$ cat src/rtl/sd_pattern_gen_if.sv
// sd_pattern_gen_if: srdy/drdy producer bus.
// The generator drives srdy/data; the consumer drives drdy.
interface sd_pattern_gen_if #(
    parameter int width = 8
);
    logic             p_srdy;
    logic             p_drdy;
    logic [width-1:0] p_data;

    modport master (
        output p_srdy,
        output p_data,
        input  p_drdy
    );

    modport slave (
        input  p_srdy,
        input  p_data,
        output p_drdy
    );
endinterface

$ cat src/rtl/sd_pattern_gen.sv
// sd_pattern_gen: srdy/drdy traffic generator with gap pattern,
// inc/LFSR/constant data, bounded transfer count and done flag.
module sd_pattern_gen #(
    parameter int               width       = 8,
    parameter int               pat_dep     = 8,
    parameter int               cnt_w       = 16,
    parameter int               startup_dly = 4,
    parameter logic [width-1:0] lfsr_taps   = width'(8'hB8)
) (
    input  logic                clk,
    input  logic                reset,
    input  logic                cfg_start,
    input  logic [1:0]          cfg_mode,
    input  logic [cnt_w-1:0]    cfg_count,
    input  logic [width-1:0]    cfg_seed,
    input  logic [pat_dep-1:0]  cfg_srdy_pat,
    sd_pattern_gen_if.master    prod,
    output logic                busy,
    output logic                done,
    output logic [cnt_w-1:0]    xfer_cnt
);

    localparam int spp_w = (pat_dep > 1) ? $clog2(pat_dep) : 1;
    localparam int dly_w = (startup_dly > 1) ? $clog2(startup_dly) : 1;
    localparam logic [spp_w-1:0] spp_last = spp_w'(pat_dep - 1);
    localparam logic [dly_w-1:0] dly_load =
        dly_w'((startup_dly > 0) ? startup_dly - 1 : 0);

    typedef enum logic [1:0] {
        IDLE,
        STARTUP,
        RUN,
        DONE
    } state_t;

    state_t             state, state_n;
    logic               srdy_q, srdy_n;
    logic [width-1:0]   data_q, data_n;
    logic [spp_w-1:0]   spp, spp_n;
    logic [cnt_w-1:0]   cnt_n;
    logic [dly_w-1:0]   dly_cnt, dly_n;
    logic [1:0]         mode_q, mode_n;
    logic [cnt_w-1:0]   count_q, count_n;
    logic [pat_dep-1:0] pat_q, pat_n;

    logic               xfer;
    logic               opp;
    logic               last;
    logic               is_lfsr;
    logic               is_const;
    logic [width-1:0]   lfsr_nxt;
    logic [width-1:0]   data_adv;
    logic [width-1:0]   seed_n;
    logic [spp_w-1:0]   spp_inc;
    logic [cnt_w-1:0]   cnt_inc;

    assign prod.p_srdy = srdy_q;
    assign prod.p_data = data_q;
    assign busy        = (state == STARTUP) || (state == RUN);
    assign done        = (state == DONE);

    // Handshake terms and the data/pointer/counter successors.
    always_comb begin
        xfer     = srdy_q & prod.p_drdy;
        opp      = !srdy_q | xfer;
        is_lfsr  = (mode_q == 2'd1);
        is_const = (mode_q == 2'd2);
        lfsr_nxt = data_q[0] ? ((data_q >> 1) ^ lfsr_taps)
                             : (data_q >> 1);
        unique case (1'b1)
            is_lfsr:  data_adv = lfsr_nxt;
            is_const: data_adv = data_q;
            default:  data_adv = data_q + 1'b1;
        endcase
        seed_n  = ((cfg_mode == 2'd1) && (cfg_seed == '0))
                  ? width'(1) : cfg_seed;
        spp_inc = (spp == spp_last) ? '0 : spp + 1'b1;
        cnt_inc = xfer_cnt + 1'b1;
        last    = xfer && (count_q != '0) && (cnt_inc == count_q);
    end

    // Next-state and next-register values for the control FSM.
    always_comb begin
        state_n = state;
        srdy_n  = srdy_q;
        data_n  = data_q;
        spp_n   = spp;
        cnt_n   = xfer_cnt;
        dly_n   = dly_cnt;
        mode_n  = mode_q;
        count_n = count_q;
        pat_n   = pat_q;
        case (state)
            IDLE, DONE: begin
                if (cfg_start) begin
                    mode_n  = cfg_mode;
                    count_n = cfg_count;
                    pat_n   = cfg_srdy_pat;
                    data_n  = seed_n;
                    cnt_n   = '0;
                    spp_n   = '0;
                    srdy_n  = 1'b0;
                    dly_n   = dly_load;
                    state_n = (startup_dly == 0) ? RUN : STARTUP;
                end
            end
            STARTUP: begin
                // Last idle cycle already takes the first slot so
                // srdy can rise right after edge start+startup_dly.
                if (dly_cnt == '0) begin
                    state_n = RUN;
                    srdy_n  = pat_q[spp];
                    spp_n   = spp_inc;
                end else begin
                    dly_n = dly_cnt - 1'b1;
                end
            end
            RUN: begin
                if (xfer) begin
                    cnt_n  = cnt_inc;
                    data_n = data_adv;
                end
                if (last) begin
                    srdy_n  = 1'b0;
                    state_n = DONE;
                end else if (opp) begin
                    srdy_n = pat_q[spp];
                    spp_n  = spp_inc;
                end
            end
            default: state_n = IDLE;
        endcase
    end

    // State and datapath registers, cleared asynchronously.
    always_ff @(posedge clk or negedge reset) begin
        if (!reset) begin
            state    <= IDLE;
            srdy_q   <= 1'b0;
            data_q   <= '0;
            spp      <= '0;
            xfer_cnt <= '0;
            dly_cnt  <= '0;
            mode_q   <= '0;
            count_q  <= '0;
            pat_q    <= '0;
        end else begin
            state    <= state_n;
            srdy_q   <= srdy_n;
            data_q   <= data_n;
            spp      <= spp_n;
            xfer_cnt <= cnt_n;
            dly_cnt  <= dly_n;
            mode_q   <= mode_n;
            count_q  <= count_n;
            pat_q    <= pat_n;
        end
    end

endmodule

$ cat src/flat_wrapper.sv
// flat-port wrapper written by rule: the top's interface ports become plain ports
module sd_pattern_gen_flat 
#(
    parameter int               width       = 8,
    parameter int               pat_dep     = 8,
    parameter int               cnt_w       = 16,
    parameter int               startup_dly = 4,
    parameter logic [width-1:0] lfsr_taps   = width'(8'hB8)
)
  (clk, reset, cfg_start, cfg_mode, cfg_count, cfg_seed, cfg_srdy_pat, busy, done, xfer_cnt, prod_p_srdy, prod_p_data, prod_p_drdy);
  sd_pattern_gen_if #(.width(width)) prod_i ();
  input  logic clk;
  input  logic reset;
  input  logic cfg_start;
  input  logic [1:0] cfg_mode;
  input  logic [cnt_w-1:0] cfg_count;
  input  logic [width-1:0] cfg_seed;
  input  logic [pat_dep-1:0] cfg_srdy_pat;
  output logic busy;
  output logic done;
  output logic [cnt_w-1:0] xfer_cnt;
  output wire logic [$bits(prod_i.p_srdy)-1:0] prod_p_srdy;
  output wire logic [$bits(prod_i.p_data)-1:0] prod_p_data;
  input wire logic [$bits(prod_i.p_drdy)-1:0] prod_p_drdy;
  assign prod_p_srdy = prod_i.p_srdy;
  assign prod_p_data = prod_i.p_data;
  assign prod_i.p_drdy = prod_p_drdy;
  sd_pattern_gen #(.width(width), .pat_dep(pat_dep), .cnt_w(cnt_w), .startup_dly(startup_dly), .lfsr_taps(lfsr_taps)) u_core (.clk(clk), .reset(reset), .cfg_start(cfg_start), .cfg_mode(cfg_mode), .cfg_count(cfg_count), .cfg_seed(cfg_seed), .cfg_srdy_pat(cfg_srdy_pat), .prod(prod_i), .busy(busy), .done(done), .xfer_cnt(xfer_cnt));
endmodule
$ cat config.mk
export PLATFORM = sky130hd
export DESIGN_NAME = sd_pattern_gen_flat
export DESIGN_NICKNAME = d
export VERILOG_FILES = /design/src/rtl/sd_pattern_gen_if.sv /design/src/rtl/sd_pattern_gen.sv /design/src/flat_wrapper.sv
export SDC_FILE = /design/constraint.sdc
export NUM_CORES = 1
export LEC_CHECK = 0
export CORE_MARGIN = 2
export CORE_UTILIZATION = 31
export DETAILED_ROUTE_END_ITERATION = 6
export SYNTH_ARGS = -nofsm -noshare
export SYNTH_HDL_FRONTEND = slang
export SYNTH_SLANG_ARGS = --single-unit
export TNS_END_PERCENT = 5
$ cat constraint.sdc
create_clock -name clk -period 2.5 [get_ports clk]
set_clock_uncertainty 0.2 [all_clocks]
set_input_delay 0.5 -clock clk [delete_from_list [all_inputs] [get_ports clk]]
set_output_delay 0.5 -clock clk [all_outputs]
set_load 0.03 [all_outputs]
==> results of run 1 <==
-- worst register-to-register path: stages (launching register included) --
cell and delay, ps:
dfrtp_2 440, ha_4 190, and3_4 180, buf_4 150
xnor2_2 150, a21oi_2 100, nor4_4 360, a41oi_2 160
nand2b_4 180, a32o_1 240
-- placed cells by master (no fill, tap or decap), types with 9 or more instances in the layout --
master,n
clkbuf_16,9
nand2_1,30
buf_4,59
nand4_1,11
nor2_1,29
mux2_2,28
xnor2_1,16
dfrtp_1,51
o21ai_0,24
inv_1,12
clkdlybuf4s50_1,62
a21oi_1,20
-- registers in the layout (all words and copies together) (netlist names) --
| register | cells |
|---|---|
| u_core.pat_q | 8 |
| u_core.dly_cnt | 2 |
| u_core.spp | 3 |
| u_core.count_q | 16 |
| u_core.xfer_cnt | 16 |
| u_core.prod.p_srdy | 1 |
| u_core.prod.p_data | 8 |
| u_core.state | 2 |
| u_core.mode_q | 2 |
-- timing repair --
action | 4_1_cts | 5_1_grt
setup buffers | 0 | 2
pin swaps | 3 | 7
hold buffers | 1 | 0
setup endpoints to repair | 4 | 13
cloned | 0 | 0
resized for setup | 7 | 9
hold endpoints to repair | 19 | 0
-- power groups by stage --
stage               combinational (mW)  clock, mW  sequential [mW]
floorplan                       0.0267          0            0.974
global placement                 0.135          0            0.968
detailed placement               0.137          0            0.968
CTS                              0.140       1.56            0.952
global route                     0.149       1.61            0.952
finish                           0.136       1.54            0.953
-- worst max-delay path by stage --
stage / end / slack (ps)
2_1_floorplan: u_core.spp[2] / 0.7
3_3_place_gp: u_core.spp[2] / -310
3_5_place_dp: u_core.spp[2] / -340
4_1_cts: u_core.spp[2] / -20
5_1_grt: u_core.spp[2] / -60
6_report: u_core.spp[2] / 30
-- cell type report --
type | instances | area share
Clock inverter | 5 | 0.02386
Multi-Input combinational cell | 278 | 0.3975
Inverter | 12 | 0.008590
Timing Repair Buffer | 125 | 0.2112
Tap cell | 143 | 0.03412
Sequential cell | 58 | 0.2785
Clock buffer | 11 | 0.04629
-- cell families (layout without fill, tap and decap cells) --
logic type      count (synthesis)  count (layout)  synth area share
simple gates                  119             119            0.1833
mux                            34              34            0.1113
xor+xnor                       25              25           0.06087
flops                          58              58            0.4035
fa+ha+maj                       9               9           0.03130
buf+inv                        35             153           0.04243
compound gates                 91              91            0.1673
-- metal layers --
metal  global-route usage  vias to the layer above
met3              0.03103                       20
met2               0.2739                      100
met4              0.08148                        0
li1                     -                     1602
met1               0.2122                     1594
met5                    0                        -
==> summary.md, run 1 <==
| Metric | Value |
|---|---|
| Status | completed |
| Top-count cell post-synth | dfrtp_1 |
| Worst Hold Depth | 1 |
| Ys flop type | dfrtp_1 |
| FF/Latch Area | 1460 µm² |
| Metal2 WL | 4695 µm |
| Reg2Reg Depth | 9 |
| Reg-to-reg endpoint | u_core.spp[2] |
| Die Area | 12480 µm² |
| Pwr dens | 500.6 nW/µm² |
| Placement Setup Slack | -335.1 ps |
| Clk_lat worst skew | 340 ps |
| Fmax | 405.4 MHz |
| Post-Route WL | 9863 µm |
| Global Route Usage Sum | 0.1670 |
| Slew @ Worst Pin | 484.7 ps |
| Number of synthesized flops with an enable pin | 0 |
| WP depth | 9 |
| Clock period minus worst slack | 2467 ps |
| Crit path buf inv count | 1 |
| Placed Cells | 613 |
| H-tree depth | 3 |
| CP endpoint kind | flip-flop |
| Number of buffers on the longest clock path | 2 |
| Synth Cell Area | 3597 µm² |
| Nets | 531 |
| Final setup fails | 0 |
| DP HPWL | 7404 µm |
| CTS buffer count | 9 |
| Sequential power share | 0.363 |
| Reg2reg setup slack | 30 ps |
| Antenna fix cells | 0 |
| Critical path class | flip-flop to flip-flop |
| Die width | 111.7 µm |
| FILL cells | 1069 |
| Fin area | 5244 µm² |
| Synth unique cells | 57 |
| Largest net degree at the start of global routing | 33 |
| Crit-path cells | ha_4, and3_4, buf_4, xnor2_2, a21oi_2, nor4_4, a41oi_2, nand2b_4, a32o_1 |
| Nature of the critical path startpoint | flip-flop |
| # IOs | 65 |
| Yosys top cell area share | 0.4035 |
| P_int | 2.123 mW |
| Area contributors post-synth | dfrtp_1, mux2_2, xnor2_1, o21ai_0, nand2_1 |
| Switch share | 0.1914 |
| Drt first-iter violations | 205 |
| Worst path arrival time | 2490 ps |
| Final worst hold slack | 302.9 ps |
| Clock sinks | 58 |
| Height of the die | 111.7 µm |
| Placed cell area | 4771 µm² |
| WL met3 | 499 µm |
| Via density | 5.247 |
| Pwr Total | 2.625 mW |
| Final setup margin | 33.00 ps |
| Antenna Nets Post-Route | 0 |
| Tcrit/Tclk final | 0.9868 |
| TritonRoute pass-1 iters | 4 |
| Routability cong. | 0.8455 |
| Synth-to-Final Area Change | 45.77% |
| Slowest stage cell, crit path | dfrtp_2 |
| Clock share of power | 0.586 |
| Detailed-route wire length per cell | 15.61 µm |
| TritonCTS clock tree | done |
| Max-cap violations | 0 |
| Flops & latches, synth | 58 |
| Logic pwr share | 0.052 |
| Asr flop ratio synth | 1.000 |
| CORE AREA | 11370 µm² |
| Number of global-route vias before repair | 3343 |
| P_leak | 2.318 nW |
| Top Metal Used | met4 |
| Overflow left after global routing | 0 |
| Synthesized instance count | 371 |
| Max FO, Critical Path | 7 |
| Setup TNS | 0 ps |
| Hold wc startpoint | u_core.pat_q[4] |
| Final core occ | 0.4612 |
| Worst r2r src | u_core.xfer_cnt[1] |
| Hold endpoint | u_core.pat_q[4] |
| Root Buffer | clkbuf_16 |
| Final Hold Vio Count | 0 |
| Post-synth top area cell | dfrtp_1 |
| Syn avg cell area | 9.696 µm² |
| Vias | 3316 |
| Worst EP required | 2520 ps |
| NetSw | 0.5024 mW |
| Syn. warnings | 0 |
| First-pass GRT wire length | 16720 µm |
| IR drop worst, VDD | 0.3032 mV |
| Clock-pin slew on the worst setup and hold paths | 50 ps |
| Critical Path Max Stage Delay | 440 ps |
| Seq/Total Area, Yosys | 0.4035 |
| Top delay family on crit path | simple AND/OR/NAND/NOR gates |
| Top post-synthesis cells by count | dfrtp_1, nand2_1, nor2_1 |
| Met1 WL | 4392 µm |
| Syn nets | 418 |
| RSZ-0062 raised after global routing | true |
| Port Buffers | 64 |
| Initial antenna violation count | 0 |
| HP Class | flip-flop to flip-flop |
| Multi-input gate area | 2085 µm² |
| Row Count | 39 |
| Slew Viols, Final | 0 |
| CP startpoint | u_core.xfer_cnt[1] |
| Starting density of the core | 0.3164 |
| Fraction of layout cells with a size suffix above 1 | 0.2720 |
| DR DRC count | 0 |
| Post-route insts no fill | 632 |
| Slew headroom | 0.6739 |
Power figures use the tool's default switching activity.
==> run 2: changes to the inputs <==
TNS_END_PERCENT = default   (was 5)
==> summary.md, run 2 (same netlist as run 1, synthesis figures left out) <==
| Metric | Value |
|---|---|
| Largest net degree at the start of global routing | 33 (unchanged) |
| Logic pwr share | 0.052 (about the same) |
| Antenna fix cells | 0 (unchanged) |
| Commonest cells after routing, fill and taps aside | clkdlybuf4s50_1, buf_4, dfrtp_1, nor2_1, nand2_1 |
| Via density | 5.195 (-0.99%) |
| Slew @ Worst Pin | 484.7 ps (unchanged) |
| Fmax | 402.6 MHz (-0.68%) |
| FILL cells | 1064 (-0.47%) |
| CORE AREA | 11370 µm² (unchanged) |
| Clk_lat worst skew | 340 ps (about the same) |
| Detailed-route wire length per cell | 15.56 µm (-0.27%) |
| Antenna Nets Post-Route | 0 (unchanged) |
| Top delay family on crit path | simple AND/OR/NAND/NOR gates |
| Clock period minus worst slack | 2484 ps (+17.00 ps) |
| P_leak | 2.336 nW (+0.75%) |
| DR DRC count | 0 (unchanged) |
| Starting density of the core | 0.3164 (unchanged) |
| Placement Setup Slack | -335.1 ps (unchanged) |
| Drt first-iter violations | 154 (-25%) |
| Tcrit/Tclk final | 0.9936 (+0.006801) |
| Die Area | 12480 µm² (unchanged) |
| Max-cap violations | 0 (unchanged) |
| Clock sinks | 58 (unchanged) |
| H-tree depth | 3 (unchanged) |
| CP endpoint kind | flip-flop |
| Slew Viols, Final | 0 (unchanged) |
| DP HPWL | 7404 µm (unchanged) |
| Root Buffer | clkbuf_16 |
| Pwr dens | 496.6 nW/µm² (-0.81%) |
| Row Count | 39 (unchanged) |
| IR drop worst, VDD | 0.3038 mV (+0.20%) |
| Sequential power share | 0.363 (about the same) |
| Initial antenna violation count | 0 (unchanged) |
| Reg2Reg Depth | 8 (-1) |
| Reg-to-reg endpoint | u_core.spp[2] |
| NetSw | 0.5046 mW (+0.43%) |
| HP Class | flip-flop to flip-flop |
| Switch share | 0.1920 (+0.0006610) |
| Synth-to-Final Area Change | 47.10% |
| Number of global-route vias before repair | 3352 (+0.27%) |
| Worst Hold Depth | 1 (unchanged) |
| Port Buffers | 64 (unchanged) |
| Worst EP required | 2520 ps (about the same) |
| P_int | 2.123 mW (about the same) |
| Reg2reg setup slack | 20 ps (-20 ps) |
| TritonCTS clock tree | done |
| Pwr Total | 2.628 mW (about the same) |
| Number of buffers on the longest clock path | 2 (unchanged) |
| Vias | 3304 (-0.36%) |
| Hold endpoint | u_core.pat_q[4] |
| Overflow left after global routing | 0 (unchanged) |
| RSZ-0062 raised after global routing | true |
| Nets | 535 (+0.75%) |
| Hold wc startpoint | u_core.pat_q[4] |
| Slew headroom | 0.6739 (unchanged) |
| Die width | 111.7 µm (unchanged) |
| Worst path arrival time | 2510 ps (+20 ps) |
| # IOs | 65 (unchanged) |
| Clock share of power | 0.586 (about the same) |
| TritonRoute pass-1 iters | 4 (unchanged) |
| Top flop regs | u_core.count_q: 16 flops, u_core.xfer_cnt: 16 flops |
| Critical Path Max Stage Delay | 590 ps (+150 ps) |
| Final setup margin | 16.00 ps (-17.00 ps) |
| Crit-path cells | buf_6, nand4_1, or4b_4, a2bb2oi_2, o21a_1, a41oi_2, nand2b_4, a32o_1 |
| Clock-pin slew on the worst setup and hold paths | 60 ps (about the same) |
| Routability cong. | 0.8455 (unchanged) |
| Worst r2r src | u_core.xfer_cnt[6] |
| Global Route Usage Sum | 0.1668 (-0.0002300) |
| Critical path class | flip-flop to flip-flop |
| Final setup fails | 0 (unchanged) |
| Height of the die | 111.7 µm (unchanged) |
| Max FO, Critical Path | 4 (-3) |
| Final Hold Vio Count | 0 (unchanged) |
| Slowest stage cell, crit path | or4b_4 |
| Post-Route WL | 9899 µm (+0.37%) |
| Status | completed |
| First-pass GRT wire length | 16700 µm (-0.12%) |
| Nature of the critical path startpoint | flip-flop |
| Fraction of layout cells with a size suffix above 1 | 0.2860 (+0.01402) |
| CTS buffer count | 9 (unchanged) |
| Crit path buf inv count | 1 (unchanged) |
run 2: through the flow:
step | cell area (µm²) | util | std cells | hold WS (ps) | setup TNS (ps)
final | 5291 | 0.4654 | 636 | 302.9 | 0
after global routing | 5291 | 0.4654 | 636 | 333.0 | -270.4
after CTS | 5170 | 0.4547 | 632 | 309.6 | 0
after detailed placement | 4771 | 0.4196 | 613 | 298.2 | -3038
after global placement | 4771 | 0.4196 | 613 | 283.2 | -2086
after floorplan | 3617 | - | 371 | 4.409 | 0
run 2: final cells by class:
cell class,instances,area (µm²),share of cell area
flip-flops and latches,58,1461,0.2762
repair buffers,129,1141,0.2157
clock buffers,11,242.7,0.04587
inverters,12,45.04,0.008513
well taps,143,178.9,0.03381
clock inverters,5,125.1,0.02365
multi-input cells,278,2097,0.3963
run 2: worst max path at each step:
stage,startpoint,to,slack [ps],cells past startpoint
after global routing,u_core.xfer_cnt[6],u_core.spp[2],-70,8
after floorplan,u_core.xfer_cnt[2],u_core.spp[2],0.7,8
after CTS,u_core.xfer_cnt[2],u_core.spp[2],5,7
after global placement,prod_p_drdy,u_core.spp[2],-310,8
final,u_core.xfer_cnt[6],u_core.spp[2],20,8
after detailed placement,prod_p_drdy,u_core.spp[2],-340,8
run 2: worst reg2reg max path, cell delays in order (launching register included):
cell	delay (ps)
dfrtp_1	430
buf_6	140
nand4_1	180
or4b_4	590
a2bb2oi_2	150
o21a_1	150
a41oi_2	110
nand2b_4	180
a32o_1	240
run 2: timing repair:
item,CTS,global route
endpoints found under the hold margin,19,0
gates resized for setup,4,17
pin swaps,2,11
hold buffers,1,0
buffers inserted,2,4
setup endpoints to repair,4,13
run 2: layer usage:
| metal | GRT usage | vias up | routed length (µm) |
|---|---|---|---|
| met4 | 0.08477 | 0 | 280 |
| met2 | 0.2727 | 84 | 4737 |
| met1 | 0.2105 | 1588 | 4467 |
| met3 | 0.03212 | 20 | 415 |
| met5 | 0 | - | 0 |
| li1 | - | 1612 | - |
run 2: power groups by stage:
stage               registers [mW]  logic (mW)  clock network, mW
finish                       0.952       0.136               1.54
global route                 0.952       0.150               1.61
CTS                          0.952       0.140               1.56
detailed placement           0.968       0.137                  0
global placement             0.968       0.135                  0
floorplan                    0.974      0.0267                  0
